`config.mk`:
```
export PLATFORM = sky130hd
export DESIGN_NAME = bcd_encoder
export DESIGN_NICKNAME = d
export VERILOG_FILES = /design/src/rtl/bcd_encoder.sv
export SDC_FILE = /design/constraint.sdc
export NUM_CORES = 1
export LEC_CHECK = 0
export ABC_AREA = 1
export ABC_CLOCK_PERIOD_IN_PS = 5500
export BUFFER_PORTS_ARGS = -buffer_cell sky130_fd_sc_hd__buf_2
export CORE_MARGIN = 5
export CORE_UTILIZATION = 55
export CTS_CLUSTER_DIAMETER = 60
export CTS_CLUSTER_SIZE = 24
export DETAILED_ROUTE_END_ITERATION = 10
export PLACE_DENSITY = 0.73
export SLEW_MARGIN = 10
export SYNTH_ARGS = -nofsm -noshare
export SYNTH_HDL_FRONTEND = slang
export SYNTH_SLANG_ARGS = --single-unit
```
`constraint.sdc`:
```
create_clock -name clk -period 5.5 [get_ports clk]
set_input_delay 0.825 -clock clk [delete_from_list [all_inputs] [get_ports clk]]
set_output_delay 0.825 -clock clk [all_outputs]
set_load 0.05 [all_outputs]
```
`src/rtl/bcd_encoder.sv`:
```
// -----------------------------------------------------------------------------
// bcd_encoder
//
// Converts a signed four-digit BCD number (-9999..+9999) into a 16-bit
// two's-complement value. The digits are folded into a 14-bit binary
// accumulator one per clock (thousands first, acc = acc*10 + digit), and the
// sign is applied in a final cycle that also registers the result.
// Start-to-result latency is 5 clocks. A new conversion can start on the clock
// after the result, so the block delivers at most one result every 6 clocks.
//
// Ports
//   clk        in   1  rising-edge clock
//   rst_n      in   1  asynchronous active-low reset
//   start      in   1  conversion request, only honoured while idle
//   num_C3..0  in   4  BCD digits, thousands..units
//   sign       in   1  1 = negative, 0 = positive
//   data_outH  out  8  result bits [15:8]
//   data_outL  out  8  result bits [7:0]
//   busy       out  1  conversion in progress
//   done       out  1  one-cycle pulse when the result registers update
//   err        out  1  last accepted conversion contained a digit above 9
// -----------------------------------------------------------------------------
module bcd_encoder (
    input  logic       clk,
    input  logic       rst_n,
    input  logic       start,
    input  logic [3:0] num_C3,
    input  logic [3:0] num_C2,
    input  logic [3:0] num_C1,
    input  logic [3:0] num_C0,
    input  logic       sign,
    output logic [7:0] data_outH,
    output logic [7:0] data_outL,
    output logic       busy,
    output logic       done,
    output logic       err
);

    typedef enum logic [1:0] {IDLE, ACC, FIN} state_t;

    state_t              state;
    logic [15:0]         digits_q;   // captured {C3, C2, C1, C0}
    logic                sign_q;
    logic [13:0]         acc;
    logic [1:0]          idx;        // digit being folded in, 3 down to 0
    logic [3:0]          cur_digit;
    logic signed [15:0]  result_c;
    logic                digits_ok;

    // acc*10 + d built from two shifts; 9999 fits in 14 bits, so valid input
    // never wraps. Invalid digits may wrap, but that result is discarded.
    function automatic logic [13:0] mac10(input logic [13:0] a, input logic [3:0] d);
        return (a << 3) + (a << 1) + {10'd0, d};
    endfunction

    // Apply the sign; a zero magnitude stays zero so there is no negative zero.
    function automatic logic signed [15:0] to_twos(input logic [13:0] mag, input logic neg);
        logic signed [15:0] ext;
        ext = signed'({2'b00, mag});
        return (neg && (mag != 14'd0)) ? -ext : ext;
    endfunction

    function automatic logic bcd_valid(input logic [15:0] d);
        return (d[15:12] <= 4'd9) && (d[11:8] <= 4'd9) &&
               (d[7:4]   <= 4'd9) && (d[3:0]  <= 4'd9);
    endfunction

    assign cur_digit = digits_q[{idx, 2'b00} +: 4];
    assign result_c  = to_twos(acc, sign_q);
    assign digits_ok = bcd_valid(digits_q);

    always_ff @(posedge clk or negedge rst_n) begin
        if (!rst_n) begin
            state     <= IDLE;
            digits_q  <= 16'd0;
            sign_q    <= 1'b0;
            acc       <= 14'd0;
            idx       <= 2'd0;
            busy      <= 1'b0;
            done      <= 1'b0;
            err       <= 1'b0;
            data_outH <= 8'h00;
            data_outL <= 8'h00;
        end else begin
            done <= 1'b0;
            case (state)
                IDLE: begin
                    if (start) begin
                        digits_q <= {num_C3, num_C2, num_C1, num_C0};
                        sign_q   <= sign;
                        acc      <= 14'd0;
                        idx      <= 2'd3;
                        busy     <= 1'b1;
                        state    <= ACC;
                    end
                end
                ACC: begin
                    acc <= mac10(acc, cur_digit);
                    if (idx == 2'd0) begin
                        state <= FIN;
                    end else begin
                        idx <= idx - 2'd1;
                    end
                end
                FIN: begin
                    if (digits_ok) begin
                        {data_outH, data_outL} <= result_c;
                        err                    <= 1'b0;
                    end else begin
                        data_outH <= 8'h00;
                        data_outL <= 8'h00;
                        err       <= 1'b1;
                    end
                    busy  <= 1'b0;
                    done  <= 1'b1;
                    state <= IDLE;
                end
                default: begin
                    busy  <= 1'b0;
                    state <= IDLE;
                end
            endcase
        end
    end

endmodule

```
==> flow_summary.yaml <==
global_routing:
  antenna_found_initial: 0
  grt_pass1_vias: 2860
  grt-ovfl-total: 0
  grtUsageTotal_pct: 18.8
  grt_pass1_wl_um: 13100
  grt_max_degree: 55
detailed_routing:
  first_pass_iters: 5
  postRouteAntennaNets: 0
  first_iter_violations: 113
  vias: 3068
  routed_wl_um: 7460
  viasPerCell: 5.24
  avgRoutedWirePerCell_um: 12.7
  drc: 0
cts:
  cts_hold_buf: 0
  clk_pin_slew_ns: 0.10
  htree_levels: 2
  cts_sinks: 54
  cts_setup_buffers: 0
  clk_latency_ns: 0.31
  clk_path_buf_depth: 2
  cts_buffers: 5
  cts_tree: "built"
  post_cts_resized: 0
  root_buffer: "clkbuf_8"
placed_design:
  post-place-ws_ns: 2.78
  dp.cells: 577
  dp_hpwl_um: 5800
  port_buffers: 38
  gp_congestion: 0.911
logic_synthesis:
  synthCells: 469
  synth_area_leaders: "dfrtp_1 38%, nand2_1 19%, ha_1 8.4%, inv_1 4.6%, nand3_1 4.1%"
  yosys.area.top_type_share_pct: 37.9
  synth_edf_count: 0
  synth_top_cell_by_area: "dfrtp_1"
  ys_types: 39
  syn_area_per_cell_um2: 7.60
  synth_nets: 515
  synth_area_um2: 3570
  yosysWarnings: 0
  ys_ff_latch: 54
  async_flop_share_pct: 100
  synth_ff_type: "dfrtp_1"
  ys_seq_area_share_pct: 37.9
setup_path:
  slowest_stage: "dfrtp_1"
  critPathTopFamily: "adder cells"
  cp.required_ns: 5.74
  critical_path.startpoint_type: "register"
  crit_path_end_kind: "register"
  crit_fanout: 10
  worst_path_most_repeated_cell: "nand2_1"
  critical_path.max_stage_delay_ns: 0.50
  cp_num_buf_inv: 1
  crit_chain: "clkinv_1 -> o21ai_0 -> o22ai_1 -> ha_1 -> ha_1 -> fa_1 -> nand3_1 -> nand3_1 -> nand2_1 -> nand2_1 -> nand2_1 -> nand2_1 -> o21ai_0"
  crit_type: "register to register"
  cp.arrival_ns: 2.99
die:
  rows: 29
  core_um2: 6310
  die_h_um: 90.5
  dieArea_um2: 8190
  die_x_um: 90.5
  initial_utilization_pct: 56.5
  io_pins: 39
layout:
  final_common_cell: "nand2_1"
  finish.utilization_pct: 62.1
  final_cell_mix: "180 x nand2_1, 54 x dfrtp_1, 44 x inv_1"
  area_delta_synth_final_pct: 9.96
  final_layout_size_suffix_gt1_share_pct: 17.9
  fillers: 596
  num-nets-final: 553
  final_cells: 585
  n_antenna_cell: 0
sta:
  hold_viol_final: 0
  rsz0062_at_grt: "false"
  max_freq_mhz: 363
  worst_clock_skew_ns: 0.00657
  setup_violations: 0
  drv_slew: 0
  setup_ws_ns: 2.74
  period_share_pct: 50.1
  setup-tns-final_ns: 0
  max-slew-margin-rel_pct: 55.4
  tightest_slew_ns: 0.669
  period_minus_slack_ns: 2.76
status:
  status: "finished clean"
run:
  maxCapViolCount: 0
min_path:
  hold_path.class: "register to register"
-- Yosys cell counts (5+ instances only) --
cell	instances
a21oi_1	11
o21ai_1	5
dfrtp_1	54
nand2_1	180
nand2_2	7
ha_1	24
nor2_1	33
nand3_2	7
nand4_1	10
o21ai_2	8
o21ai_0	13
inv_1	44
nand3_1	29
-- flip-flops by register name, summed over array words and instances, names as in the netlist --
name	cells
acc	14
busy	1
data_outH	8
data_outL	8
digits_q	16
done	1
err	1
idx	2
sign_q	1
state	2
-- worst min-delay path, cell delays in order, from the launching register on --
cell and delay (ns):
dfrtp_1 0.35, nand2_1 0.05, nand2_1 0.05
-- metrics by stage --
stage	area (um^2)	hold slack (ns)
detailed placement	3800	0.460
CTS	3920	0.485
global placement	3800	0.457
finish	3920	0.479
global route	3920	0.508
floorplan	3570	0.442
-- worst paths after layout --
check                             startpoint            to  slack [ns]  cells past startpoint
worst min register to register  data_outH[6]  data_outH[6]        0.48                      2
min in group asynchronous              rst_n  data_outH[3]        0.61                      2
max in group asynchronous              rst_n   digits_q[6]        4.43                      2
worst max-delay path                  idx[0]       acc[10]        2.74                     13
worst max register to register        idx[0]       acc[10]        2.74                     13
worst min-delay path            data_outH[6]  data_outH[6]        0.48                      2
-- cells by family (layout without fill, tap and decap cells) --
family	count (synthesis)	count (layout)	synth area share (%)
xor+xnor	5	5	1.23
flops	54	54	37.9
buf+inv	60	99	7.40
fa+ha+maj	26	26	9.54
simple gates	278	278	35.5
compound gates	46	46	8.46
-- layer usage --
| layer | GRT usage [%] | part of all wire, % | vias to the layer above |
|---|---|---|---|
| met2 | 28.4 | 45 | 96 |
| li1 | - | - | 1577 |
| met5 | 0 | 0 | - |
| met4 | 5.96 | 2.1 | 0 |
| met3 | 3.75 | 6.7 | 20 |
| met1 | 26.9 | 47 | 1375 |
-- area by class of cell --
cell class,instances,area (um^2),share of cell area (%)
clock inverter,3,47.5,1.21
tap,77,96.3,2.46
timing repair buffer,40,205,5.23
inverter,51,201,5.14
sequential,54,1350,34.5
multi-input combinational,355,1950,49.7
clock buffer,5,68.8,1.75
Power is left out: the tool's default activity adds up to more than one toggle a clock period on the data nets, which glitch-free logic cannot reach.
